### config.mk
export PLATFORM = sky130hd
export DESIGN_NAME = alu_operand_loader
export DESIGN_NICKNAME = d
export VERILOG_FILES = /design/src/rtl/alu_pkg.sv /design/src/rtl/alu_operand_loader.sv
export SDC_FILE = /design/constraint.sdc
export NUM_CORES = 1
export LEC_CHECK = 0
export ABC_AREA = 1
export BUFFER_PORTS_ARGS = -buffer_cell sky130_fd_sc_hd__buf_2
export CORE_UTILIZATION = 43
export CTS_CLUSTER_DIAMETER = 80
export CTS_CLUSTER_SIZE = 14
export DETAILED_ROUTE_END_ITERATION = 6
export PLACE_DENSITY_LB_ADDON = 0.12
export SLEW_MARGIN = 10
export SYNTH_ARGS = -nofsm -noshare
export SYNTH_HDL_FRONTEND = slang
export SYNTH_SLANG_ARGS = --single-unit
### constraint.sdc
create_clock -name clk -period 1.1 [get_ports clk]
set_input_delay 0.165 -clock clk [delete_from_list [all_inputs] [get_ports clk]]
set_output_delay 0.165 -clock clk [all_outputs]
set_load 0.02 [all_outputs]
### src/rtl/alu_pkg.sv
// Shared definitions for the ALU operand loader: datapath widths and FSM states.
package alu_pkg;

  localparam int unsigned DATA_W = 8;
  localparam int unsigned SEL_W  = 2;

  typedef enum logic [2:0] {
    LOAD_A  = 3'd0,
    LOAD_B  = 3'd1,
    LOAD_OP = 3'd2,
    EXEC    = 3'd3,
    DONE    = 3'd4
  } state_e;

endpackage : alu_pkg

### src/rtl/alu_operand_loader.sv
// Serial operand loader for an external 8-bit ALU: collects A, B and an op
// byte from a byte stream, holds them stable for one execute cycle, captures
// the ALU result and presents it until acknowledged. A set chain bit reuses
// the previous result as the next A operand.
module alu_operand_loader
  import alu_pkg::*;
(
  input  logic              clk,
  input  logic              rst,
  input  logic              ena,
  input  logic [DATA_W-1:0] din,
  input  logic              din_valid,
  output logic              din_ready,
  output logic [DATA_W-1:0] alu_a,
  output logic [DATA_W-1:0] alu_b,
  output logic [SEL_W-1:0]  alu_sel,
  input  logic [DATA_W-1:0] alu_result,
  output logic [DATA_W-1:0] res_out,
  output logic              res_valid,
  input  logic              res_ack,
  output logic              chain
);

  state_e              state_q;
  logic [DATA_W-1:0]   a_q;
  logic [DATA_W-1:0]   b_q;
  logic [SEL_W-1:0]    sel_q;
  logic                chain_q;
  logic [DATA_W-1:0]   res_q;
  logic                res_valid_q;
  logic                in_load;

  // Byte acceptance is only possible in the three load states while enabled.
  always_comb begin
    in_load = 1'b0;
    case (state_q)
      LOAD_A, LOAD_B, LOAD_OP: in_load = 1'b1;
      default:                 in_load = 1'b0;
    endcase
  end

  assign din_ready = in_load & ena;

  // Loader FSM with all operand/result registers; everything freezes when ena is low.
  always_ff @(posedge clk) begin
    if (rst) begin
      state_q     <= LOAD_A;
      a_q         <= '0;
      b_q         <= '0;
      sel_q       <= '0;
      chain_q     <= 1'b0;
      res_q       <= '0;
      res_valid_q <= 1'b0;
    end else if (ena) begin
      case (state_q)
        LOAD_A: begin
          if (din_valid) begin
            a_q     <= din;
            state_q <= LOAD_B;
          end
        end
        LOAD_B: begin
          if (din_valid) begin
            b_q     <= din;
            state_q <= LOAD_OP;
          end
        end
        LOAD_OP: begin
          if (din_valid) begin
            sel_q   <= din[SEL_W-1:0];
            chain_q <= din[2];
            state_q <= EXEC;
          end
        end
        EXEC: begin
          res_q       <= alu_result;
          res_valid_q <= 1'b1;
          state_q     <= DONE;
        end
        DONE: begin
          if (res_ack) begin
            res_valid_q <= 1'b0;
            if (chain_q) begin
              a_q     <= res_q;
              state_q <= LOAD_B;
            end else begin
              state_q <= LOAD_A;
            end
          end
        end
        default: begin
          state_q     <= LOAD_A;
          res_valid_q <= 1'b0;
        end
      endcase
    end
  end

  assign alu_a     = a_q;
  assign alu_b     = b_q;
  assign alu_sel   = sel_q;
  assign chain     = chain_q;
  assign res_out   = res_q;
  assign res_valid = res_valid_q;

endmodule : alu_operand_loader

### Yosys cells after proc, flatten, opt, wreduce, memory -nomap -nowiden

Index checks and enable logic that the tools add are counted.

* register bits: 31
* input port bits: 21
* output and inout port bits: 29
* word-level logic and storage cells: 40

* eq/ne operators: 9
* multiplexer cells: 13
* bitwise logic cells: 2
* reduce and logical (&&, ||, !) cells: 9

Operator list (number)
* 8-bit 2-to-1 mux: 3
* 8-bit one-hot mux with 2 select lines: 1
* 3-bit one-hot mux with 5 select lines: 1
* 3-bit 2-to-1 mux: 4
* 2-bit inequality test, second input constant: 5
* 5-bit AND reduction: 2
* 3-bit AND reduction: 3
* 3-bit by 2-bit == test with 1-bit output, second input constant: 2
* 3-bit by 1-bit == test with 1-bit output, second input constant: 1
* 3-bit == test, second input constant: 1
* 3-bit zero test: 1
* 1-bit 2-to-1 mux: 3
* 1-bit one-hot mux with 3 select lines: 1
* 3-bit OR reduction: 1
* 2-bit AND reduction: 1
* 2-bit nonzero test: 1
* 1-bit bitwise AND: 1
* 1-bit NOT: 1

### Longest topological paths before layout

Gate-level depths: netlist (run 1).

* depth after elaboration: 4
* mapped depth: 9
* gate-level depth less buffers: 8

### Worst setup path after synthesis (run 1)

OpenSTA, ideal clock, no wires.

* path kind: reg-to-reg
* from: register state_q[1]
* to: register res_q[7], in the netlist res_out[7]
* library setup time: 0.119 ns
* arrival time: 1.103 ns
* slack: -0.123 ns
* stages on the path, launching flop included: 7
* buffers on the path: 1
* cell sequence: dfxtp_1 -> nand2_1 -> nor2_1 -> nand2_1 -> buf_2 -> o21ai_0 -> a21oi_1

* word-level cells in the longest chain between the ends: 2

RTL lines
* start, declared: RTL line alu_operand_loader.sv:24 `state_e state_q;`
* start signal, assigned: RTL line alu_operand_loader.sv:47 `state_q <= LOAD_A;`
* start signal, assigned: RTL line alu_operand_loader.sv:59 `state_q <= LOAD_B;`
* start signal, assigned: RTL line alu_operand_loader.sv:65 `state_q <= LOAD_OP;`
* 3-bit by 2-bit == test with 1-bit output: RTL line alu_operand_loader.sv:55 `case (state_q)`
* 2-bit AND reduction (no line)
* end signal, assigned: RTL line alu_operand_loader.sv:76 `res_q <= alu_result;`
* end, declared: RTL line alu_operand_loader.sv:29 `logic [DATA_W-1:0] res_q;`

No other way between the ends.
A chain may end at the register's enable or synchronous reset.

### Final worst setup path (run 1)

* from: register state_q[1]
* to: output din_ready

* word-level cells in the longest chain between the ends: 4
* elaborated cells on any way between the ends: 6
* those cells by class: 2 x eq/ne; 1 x mux; 1 x bitwise; 2 x reduce/logical

RTL lines
* 3-bit by 2-bit == test with 1-bit output, or another cell as far along: RTL line alu_operand_loader.sv:36 `case (state_q)`
* 3-bit OR reduction (no line) *
* 1-bit 2-to-1 mux *: RTL line alu_operand_loader.sv:36
* 1-bit bitwise AND *: RTL line alu_operand_loader.sv:42 `assign din_ready = in_load & ena;`
* end, declared: RTL line alu_operand_loader.sv:13 `output logic din_ready,`

Mark *: on every way between the ends. The rest lies on a longest branch, timed or not.

==> results of run 1 <==
[stage by stage]
stage	utilization, %	power, W	instances	cell area [sq um]	worst slack [ns]
after floorplan	-	0.001799	198	1386	-0.03688
after global placement	57.52	0.002032	295	1742	-0.2384
after detailed placement	57.52	0.002034	295	1742	-0.2412
after CTS	63.68	0.002878	311	1928	-0.2225
after global routing	65.41	0.003096	312	1981	-0.2966
final	65.41	0.002916	312	1981	-0.2379
[sequential cells by signal, indices dropped and copies added, names as in the netlist]
| name | cells |
|---|---|
| chain | 1 |
| alu_a | 8 |
| res_valid | 1 |
| res_out | 8 |
| alu_sel | 2 |
| alu_b | 8 |
| state_q | 3 |
[cell families (layout without fill, tap and decap cells)]
kind of cell	count (synthesis)	count (layout)	synth area share (%)
compound gates	39	39	14.70
buf+inv	31	101	9.406
flops	31	31	45.30
simple gates	97	97	30.59
[cell usage after synthesis (all sizes together)]
cell,n
nand2,36
nor3,1
o21ai,29
nor2,53
dfxtp,31
clkbuf,3
buf,3
nand4,1
o21a,1
inv,25
a21oi,9
nand3,6
[report_power, final]
part	internal, W	leakage [nW]	switching (W)
Combinational	0.000376	0.702	0.000513
Clock	0.000376	0.0386	0.000378
Sequential	0.00122	0.255	0.0000546
Total	0.00197	0.996	0.000946
[worst max-delay path by stage]
| stage | startpoint | to | slack, ns | cells after the start |
|---|---|---|---|---|
| after floorplan | state_q[0] | alu_a[5] | -0.04 | 8 |
| after CTS | state_q[0] | din_ready | -0.22 | 5 |
| after detailed placement | state_q[0] | alu_b[0] | -0.24 | 6 |
| after global routing | state_q[1] | din_ready | -0.30 | 5 |
| final | state_q[1] | din_ready | -0.24 | 5 |
| after global placement | state_q[0] | alu_b[6] | -0.24 | 6 |
[per-layer routing]
layer	vias up	GRT usage, %	share of wire [%]
li1	760	-	-
met1	611	26.37	46
met2	48	33.00	46
met3	12	6.593	5.7
met4	0	12.24	2.5
met5	-	0	0
[layout make-up]
| type | count | area share, % |
|---|---|---|
| Inverter | 25 | 4.991 |
| Timing Repair Buffer | 68 | 22.74 |
| Clock buffer | 8 | 3.474 |
| Multi-Input combinational cell | 136 | 34.05 |
| Sequential cell | 31 | 31.96 |
| Tap cell | 44 | 2.780 |
[tightest hold or removal path: cells and delay by family]
kind	cells	cell delay, ns
buf+inv	1	0.09
compound gates	1	0.06
simple gates	1	0.07
[what timing repair did]
item,CTS,global route
setup buffers,7,1
hold buffers,1,0
setup endpoints to repair,27,33
pin swaps,5,4
endpoints found under the hold margin,1,0
resized for setup,19,18
==> run summary, run 1 <==
The flow ran to the end, but the final reports show violations. The final reports fail on negative setup slack. The static leakage came out at 0.9956 nW. The startpoint identified for the worst hold timing path is din[3].

The data required time of the critical path came out at 0.94 ns. The first global-routing pass estimated 5499 um of wire. The length in cells of the worst reg-to-reg path came out at 8. The clock network latency to the later pin of the worst-skew pair is 0.33 ns. The worst setup path is launched from a flip-flop. The detailed-route via count came out at 1431. The critical register-to-register path endpoint is state_q[0]. The fraction of post-synthesis cell area in the top cell type by area is 45.30%. The buffer cell driving the clock tree root is clkbuf_4.

The total number of H-tree levels is 2. The tightest slew margin relative to the limit is 81.21%. Dividing the detail-routed wire length by the instance count gives 10.95 um. In this run the count of I/O pins placed on the die edge is 50.

Among all stages on the critical path, the largest delay is contributed by dfxtp_4. By area the synthesized netlist is led by dfxtp_1 45%, nor2_1 14%, nand2_1 9.6%, o21ai_0 7.3%, inv_1 6.6%. The cell family contributing the most delay on the critical path is flip-flops.

The number of instances in the synthesized netlist is 198. The number of distinct library cells after synthesis came out at 22. The critical path in this run is classified as reg -> out. The area occupied by multi-input gates came out at 674.4 sq um. The flop-to-flop setup slack is -0.22 ns. The floorplan core area came out at 0.003028 sq mm. The worst hold path depth came out at 3. The number of violations reported at the end of detailed-routing iteration 0 came out at 50.

Walking the worst path, the cells encountered are nand2_2 > nand2_2 > buf_6 > nor2_4 > buf_6. At the end of routability-driven placement, the weighted congestion stood at 0.8752. The maximum cell stage delay along the critical path is 0.37 ns. The layout overhead on the synthesized area came out at 44.57%. The worst-case vdd ir drop is 949.6 uV. The largest net degree at the start of global routing is 31. The total routing usage reported by global routing came out at 21.37%. The final period demand of the worst path came out at 1.338 ns. The number of antenna diodes in the final layout is 0. The number of pins exceeding their max-slew limit in the final report came out at 0.

Counting both buffers and inverters, the worst setup path holds a total of 2. The vertical die dimension is 58.45 um. Setup violations remaining at the end of the flow were counted as 29. The cell area after synthesis is 0.001370 sq mm. The first detailed-routing pass took 4 iterations. Setup repair after global routing could not meet its margin everywhere. The estimated wirelength of the detail-placed design is 2317 um. The filler cell count came out at 300. The total of max-cap violations came out at 0.

After global routing the overflow that remains totals 0. The area used by sequential logic in the layout is 633.1 sq um. Summed over all layers, the routed wires come to 3415 um. The total die area came out at 0.003416 sq mm. For the pin with the worst max-slew slack, the measured transition is 0.2818 ns. The initial antenna violation count came out at 0. The Yosys warning count came out at 0. The die width came out at 58.45 um. The final setup slack of the worst path came out at -0.2379 ns. In the final layout, the share of cells above drive strength 1 is 35.82%. The highest attainable clock frequency came out at 747.5 MHz. The capture endpoint of the worst hold path is alu_b[3].

The initial core utilization is 45.25%. The residual antenna-violating net count after detailed routing came out at 0. The critical register-to-register path startpoint is state_q[0]. The data arrival time of the critical path came out at 1.17 ns.

The top cell types in the final layout, fill and taps aside, are 49 x nor2_1, 47 x buf_2, 33 x nand2_1, 27 x dfxtp_1, 22 x inv_1. The clock sink total is 31. The post-detailed-route via-to-cell ratio came out at 4.587. The clock input transition at the sequential cells of the worst setup and hold paths is 0.10 ns. The clock skew came out at 0.005554 ns.

The number of buffers between clock root and the deepest sink came out at 2. The final sum of negative setup slack is -3.866 ns. The CTS tree is built.

The number of buffer cells added on primary ports is 49. The count of final hold-check violations is 0. The synthesized netlist net count is 219. The number of buffers created by CTS came out at 5.

The synthesized design spends more area on one cell type than any other, namely dfxtp_1. In this run the worst hold path is classified as in -> reg. A synthesized cell averages 6.920 sq um.

Hold is met by 0.09674 ns. The kind of end point of the critical path is an output port. The count of nets after finishing came out at 288. The total power density per cell area is 1472 mW/mm^2. Of all nets on the critical path, the largest fanout is 4. Leaving out fill and tap cells, the most frequent cell in the layout is nor2_1. The share of the clock period used by the worst path after layout came out at 121.6%.

The number of remaining DRC errors is 0. Row generation in the floorplan step produced 20 rows. The post-synthesis sequential area ratio is 45.30%. The post-synthesis sequential element count came out at 31. The number of global-route vias before repair is 1230.
No activity file was read; power rests on OpenSTA's default activity.
==> inputs of run 2 (changes only) <==
- ABC_AREA: 1 -> default
- clock period: 1.1 -> 1.2 ns (I/O delays scaled with it)
==> run 2 against run 1 <==
Net effect:
- non-clock buffer count increased by 3
- critical path type is now reg -> reg
- combinational power decreased by 60%
- largest cell class unchanged
- via count increased by 0.21%
- the run still ends with negative setup slack left
- synthesized cell count decreased by 17%
- clock power decreased by 10%
- critical endpoint is now alu_a[0]
- worst hold slack improved by 0.0025 ns
- worst setup slack improved by 0.086 ns
==> run summary, run 2 <==
The number of buffers inserted by hold repair at cts came to 0 (-1). The top-level port count is 50 (unchanged). The global-route congestion overflow total is 0 (unchanged). The post-detailed-route via-to-cell ratio was 5.234 (+14%). The final period demand of the worst path is 1.351 ns. The initial core utilization is 44.92% (-0.33 points). The Yosys warning count is 0 (unchanged). The weighted congestion reported at the end of routability-driven placement came out at 0.7782 (-11%).

The clock network latency to the later pin of the worst-skew pair is 0.31 ns (-0.02 ns). The post-synthesis sequential element count is 31 (unchanged). The routed length per placed instance came out at 14.40 um (+32%). The global-route track usage on met2 came out at 36.95% (+3.9 points).

The tightest slew margin relative to the limit was 84.19% (+3.0 points). The met1 layer usage reported by global route came to 25.14% (-1.2 points). The highest attainable clock frequency came out at 740.0 MHz.

The share of cells above drive strength 1 is 54.35% (+19 points). The total of max-cap violations is 0 (unchanged). The total inserted antenna cells came out at 0 (unchanged). The residual antenna-violating net count after detailed routing came to 0 (unchanged). The number of instances in the synthesized netlist came out at 165 (-17%).

Setup repair after global routing could not meet its margin everywhere. The data required time of the critical path came out at 1.43 ns (+0.49 ns). The share of the clock period used by the worst path after layout is 112.6%. The static leakage is 0.8504 nW (-15%). The data arrival time of the critical path came to 1.58 ns (+0.41 ns).

Ranked by total cell area, the synthesized netlist is headed by dfxtp_1 46%, a21oi_1 7.7%, a211oi_1 5.5%, a221oi_1 5.2%, o21ai_0 4.8%. The most frequent standard cell in the layout excluding fill and tap cells is buf_2. The fraction of post-synthesis cell area in the top cell type by area is 45.63% (+0.33 points). The worst-margin pin slew is 0.2350 ns (-0.04685 ns). The final routed wirelength across all metal layers came to 3945 um (+16%). The flop-to-flop setup slack was -0.15 ns (+0.07 ns).

The run finished, with violations left. The worst-case vdd ir drop is 590.3 uV (-38%). The total number of H-tree levels was 2 (unchanged). The first-pass iteration count of the detailed router is 4 (unchanged). The layout overhead on the synthesized area came out at 55.66%. The maximum fanout encountered on the critical timing path is 8 (+4).

The most congested layer reported by global routing is met2. The count of final hold-check violations came out at 0 (unchanged). The number of buffer cells added on primary ports came out at 49 (unchanged). The worst setup path is captured at a flip-flop. The buffer cell driving the clock tree root is clkbuf_4. The placement row count is 20 (unchanged). The total routing usage reported by global routing is 21.28% (-0.084 points). The wire length of the first global-routing pass came to 5533 um (+0.62%). The number of violations reported at the end of detailed-routing iteration 0 is 78 (+56%).

The kind of start point of the critical path is a flip-flop. The total chip power is 0.002103 W (-28%). The average instance area after synthesis is 8.243 sq um (+19%).

Among all flip-flop cells after synthesis, the most frequent one is dfxtp_1. The total die area came out at 0.003392 sq mm (-0.70%). Leaving out fill and tap cells, the most frequent cells in the layout are 48 x buf_2, 28 x dfxtp_1, 15 x nand2_1, 12 x a21oi_1.

By count the netlist is led by 31 x dfxtp_1, 21 x a21oi_1, 17 x nand2_1. The vertical die dimension came out at 58.24 um (-0.35%). The synthesized netlist net count came out at 186 (-15%).

Summed over all instances, the cell type with the most area after synthesis is dfxtp_1. The post-synthesis sequential area ratio is 45.63% (+0.33 points). The fraction of registers with async set/reset is 0% (unchanged). The die width came out at 58.24 um (-0.35%). The number of flops mapped to enable cells by yosys is 0 (unchanged).

The most instantiated library cell after synthesis is dfxtp_1. The detailed-route via count came out at 1434 (+0.21%). The final setup slack of the worst path came out at -0.1514 ns (+0.08648 ns). The utilization of the core after routing came to 69.92% (+4.5 points). TritonCTS built the clock tree. The clock skew came out at 0.007475 ns (+0.001921 ns). The final number of setup-violating endpoints came out at 21 (-28%).

The clock sink total came to 31 (unchanged). The final reports fail on negative setup slack. The min-delay analysis places its worst path in the category in -> reg. The kind of critical path is reg -> reg. The routing usage on met3 is 5.804% (-0.79 points). The number of remaining DRC errors came out at 0 (unchanged).

The clock input transition at the sequential cells of the worst setup and hold paths came out at 0.10 ns (about the same). The total power density per cell area came to 993.5 mW/mm^2 (-33%). The number of buffers created by CTS is 5 (unchanged). The count of nets after finishing is 250 (-13%). The number of buffers between clock root and the deepest sink came out at 2 (unchanged). The number of global-route vias before repair came out at 1303 (+5.9%).

The number of pins exceeding their max-slew limit in the final report came out at 0 (unchanged). The cell area after synthesis came out at 0.001360 sq mm (-0.73%). The estimated wirelength of the detail-placed design is 2523 um (+8.9%). The floorplan core area came out at 0.003028 sq mm (unchanged). The largest net degree at the start of global routing was 32 (+3.2%). The number of distinct library cells after synthesis came out at 28 (+27%). The initial antenna violation count came out at 0 (unchanged).
-- run 2: changes by cell type after synthesis, moves of 3 or more --
cell / before / now
nor2_1: 51 / 3
nand2_1: 35 / 17
inv_1: 24 / 10
a21oi_1: 9 / 21
a211oi_1: 0 / 10
nor2b_1: 0 / 10
a221oi_1: 0 / 8
nand3_1: 4 / 12
o21ai_1: 8 / 0
o21ai_0: 20 / 13
clkbuf_1: 3 / 9
nand2b_1: 0 / 3
-- run 2: where the power goes --
| part | switching, W | internal [W] | leakage [nW] | total, W |
|---|---|---|---|---|
| combinational | 0.000200 | 0.000160 | 0.559 | 0.000360 |
| clock | 0.000331 | 0.000345 | 0.0386 | 0.000676 |
| sequential | 0.0000149 | 0.00105 | 0.253 | 0.00107 |
| total | 0.000546 | 0.00156 | 0.850 | 0.00210 |
-- run 2: cell type report --
class                      count  area [sq um]
inverter                      10         37.54
tap                           44         55.05
timing repair buffer          71         483.0
fill                         241         910.9
multi-input combinational    110         845.8
sequential                    31         626.9
clock buffer                   8         68.82
-- run 2: path summary, 6_finish.rpt --
path | startpoint | end | cells after the start
hold reg to reg | alu_sel[0] | alu_sel[0] | 2
setup reg to reg | state_q[1] | alu_a[0] | 3
setup / recovery | state_q[1] | alu_a[0] | 3
hold / removal | alu_result[4] | res_out[4] | 3
-- run 2: routing by layer --
layer	vias up	share of wire (%)
met5	-	0
met4	0	1.2
met3	6	4.6
met2	43	51
met1	662	43
li1	723	-
-- run 2: cell families after synthesis --
logic type / count (synthesis) / synth area share [%]
buffers and inverters: 24 / 7.636
AND/OR/NAND/NOR: 54 / 20.79
flip-flops: 31 / 45.63
AO/OA/AOI/OAI: 56 / 25.94
-- run 2: what timing repair did --
action / 4_1_cts / 5_1_grt
gates cloned: 0 / 1
gates resized for setup: 19 / 44
setup buffers: 4 / 2
endpoints found under the setup margin: 10 / 32
pin swaps: 10 / 11
-- run 2: critical path, cell delays in order (launching register included) --
cell and delay, ns:
dfxtp_2 0.35, or3b_4 0.42, a21o_4 0.25, a221oi_2 0.25
-- run 2: metrics by stage --
step           instance area [sq um]  std cells  setup WS, ns  hold slack [ns]  setup TNS [ns]
2_1_floorplan                   1428        165       -0.1422           0.2462          -1.174
3_3_place_gp                    1787        259       -0.1139           0.4206         -0.8890
3_5_place_dp                    1787        259       -0.1814           0.4276          -1.218
4_1_cts                         1957        271       -0.1357          0.08573          -1.153
5_1_grt                         2117        274       -0.1808           0.1014          -2.512
6_report                        2117        274       -0.1514          0.09919          -1.687
==> inputs of run 3 (changes only) <==
- SKIP_CTS_REPAIR_TIMING: default -> 1
- SLEW_MARGIN: 10 -> default
==> run 3 against run 2 <==
Net effect:
- the flow still finishes with violations (negative setup slack)
- final area down 3.4%
- flip-flop and latch count unchanged
- non-clock buffer count down 2
- register-to-register slack better by 0.02 ns
- sequential power about the same
- via count up 1.7%
- cell count down 0.73%
- sequential share of layout area up 0.99 points
- worst setup slack better by 0.020 ns
- die area unchanged
- clock power down 0.7%
- critical endpoint unchanged
==> run summary, run 3 (synthesis results as in run 2) <==
The run finished, with violations left. The final reports fail on negative setup slack. In the layout the commonest cells are 48 x buf_2, 29 x dfxtp_1, 13 x a21oi_1, 12 x nand2_1. The worst hold path startpoint is alu_result[6]. The tightest slew margin relative to the limit is 81.57% (-2.6 points). The worst hold margin is 0.09869 ns (-0.0005018 ns). The buffer and inverter count on the worst path came out at 0 (unchanged). The count of nets after finishing came out at 248 (-0.80%).

The number of cells on the critical path is 3 (unchanged). Setup repair after global routing could not meet its margin everywhere. The flop-to-flop setup slack came out at -0.13 ns (+0.02 ns). The total inserted antenna cells is 0 (unchanged). STA classifies the critical path endpoint as a flip-flop. The data arrival time of the critical path is 1.56 ns (-0.02 ns). The estimated wirelength of the detail-placed design was 2523 um (unchanged).

The residual antenna-violating net count after detailed routing came to 0 (unchanged). The static leakage is 0.8420 nW (-0.99%). The number of global-route vias before repair is 1227 (-5.8%). The number of buffers created by CTS came out at 5 (unchanged). The number of remaining DRC errors came out at 0 (unchanged). Leaving out fill and tap cells, the most frequent cell in the layout is buf_2. The count of final hold-check violations came out at 0 (unchanged). The signal on the critical path passes through or3b_1 > a21o_4 > a221oi_2. The vertical die dimension is 58.24 um (unchanged). The layout overhead on the synthesized area came out at 50.32%. The post-place instance area is 0.001787 sq mm (unchanged). The total number of H-tree levels is 2 (unchanged). The weighted congestion reported at the end of routability-driven placement came out at 0.7782 (unchanged). The placement row count is 20 (unchanged). The number of buffers between clock root and the deepest sink is 2 (unchanged). The number of pins exceeding their max-slew limit in the final report is 0 (unchanged). The total routing usage reported by global routing is 19.93% (-1.4 points). The final instance area came out at 0.002044 sq mm (-3.4%). The worst-margin pin slew is 0.2742 ns (+0.03916 ns). The worst-case vdd ir drop was 613.5 uV (+3.9%).

The top-level port count is 50 (unchanged). The worst register-to-register path begins at state_q[1]. The worst setup path is launched from a flip-flop. The global-route congestion overflow total came out at 0 (unchanged). The clock sink total came out at 31 (unchanged). The number of violations reported at the end of detailed-routing iteration 0 came out at 76 (-2.6%). In this run the worst hold path is classified as in -> reg. The initial core utilization came out at 44.92% (unchanged).

The initial antenna violation count is 0 (unchanged). The slowest stage cell on the critical path is or3b_1. The share of the clock period used by the worst path after layout is 111.0% (-1.6 points). The total of max-cap violations was 0 (unchanged). The largest net degree at the start of global routing is 32 (unchanged). The first-pass iteration count of the detailed router is 4 (unchanged).

The worst hold path depth came out at 3 (unchanged). The maximum fanout encountered on the critical timing path is 8 (unchanged). The clock input transition at the sequential cells of the worst setup and hold paths came to 0.09 ns (about the same). The highest attainable clock frequency came out at 750.8 MHz (+1.5%).

The final number of setup-violating endpoints came out at 17 (-19%). The total die area came out at 0.003392 sq mm (unchanged). The final period demand of the worst path is 1.332 ns (-0.01954 ns).

The share of cells above drive strength 1 was 51.32% (-3.0 points). The data required time of the critical path was 1.42 ns (about the same). The length in cells of the worst reg-to-reg path is 3 (unchanged). The die width came to 58.24 um (unchanged). The clock skew is 0.006767 ns (-0.0007080 ns). The utilization of the core after routing is 67.52% (-2.4 points). The floorplan core area is 0.003028 sq mm (unchanged). TritonCTS built the clock tree. The buffer cell driving the clock tree root is clkbuf_4. The final routed wirelength across all metal layers is 3794 um (-3.8%). The detailed-route via count is 1459 (+1.7%).

The total power density per cell area is 1015 mW/mm^2 (+2.2%). The kind of critical path is reg -> reg. The wire length of the first global-routing pass came out at 5209 um (-5.9%). In this design, the largest share of critical-path delay is due to compound AO/OA/AOI/OAI gates. The capture endpoint of the worst hold path is res_out[6]. The maximum cell stage delay along the critical path came out at 0.42 ns (about the same).

The post-detailed-route via-to-cell ratio was 5.364 (+2.5%). In this run the critical register-to-register path is captured at alu_a[0]. The routed length per placed instance is 13.95 um (-3.1%). The number of buffer cells added on primary ports came out at 49 (unchanged). The clock network latency to the later pin of the worst-skew pair is 0.31 ns (about the same). The final setup slack of the worst path is -0.1318 ns (+0.01955 ns).
-- run 3: worst reg2reg max path, stage by stage, from the launching register on --
cell	delay [ns]
dfxtp_1	0.33
or3b_1	0.42
a21o_4	0.26
a221oi_2	0.25
-- run 3: layout make-up --
class,count,area [sq um]
Tap cell,44,55.05
Inverter,10,37.54
Sequential cell,31,625.6
Clock buffer,8,68.82
Timing Repair Buffer,69,452.9
Fill cell,253,983.4
Multi-Input combinational cell,110,804.5
-- run 3: worst max path at each step --
stage | from | endpoint | slack [ns]
2_1_floorplan | state_q[1] | alu_a[0] | -0.14
3_3_place_gp | state_q[1] | alu_a[5] | -0.11
3_5_place_dp | state_q[1] | alu_a[2] | -0.18
4_1_cts | state_q[1] | din_ready | -0.20
5_1_grt | state_q[1] | alu_a[1] | -0.18
6_report | state_q[1] | alu_a[0] | -0.13
-- run 3: where the power goes --
group	leakage (nW)	internal [W]	switching (W)
clock network	0.0386	0.000345	0.000326
logic	0.551	0.000150	0.000190
registers	0.253	0.00105	0.0000131
-- run 3: through the flow --
step	std cells	total power (W)	setup TNS, ns	worst slack, ns
2_1_floorplan	165	0.001268	-1.174	-0.1422
3_3_place_gp	259	0.001376	-0.8890	-0.1139
3_5_place_dp	259	0.001384	-1.218	-0.1814
4_1_cts	267	0.002054	-1.515	-0.2015
5_1_grt	272	0.002156	-2.342	-0.1769
6_report	272	0.002076	-1.320	-0.1318
-- run 3: routing by layer --
layer	routed length [um]	GRT usage (%)	share of wire [%]
met3	213	4.911	5.6
met2	1897	33.99	50
met5	0	0	0
met1	1665	24.45	44
met4	17	6.803	0.45
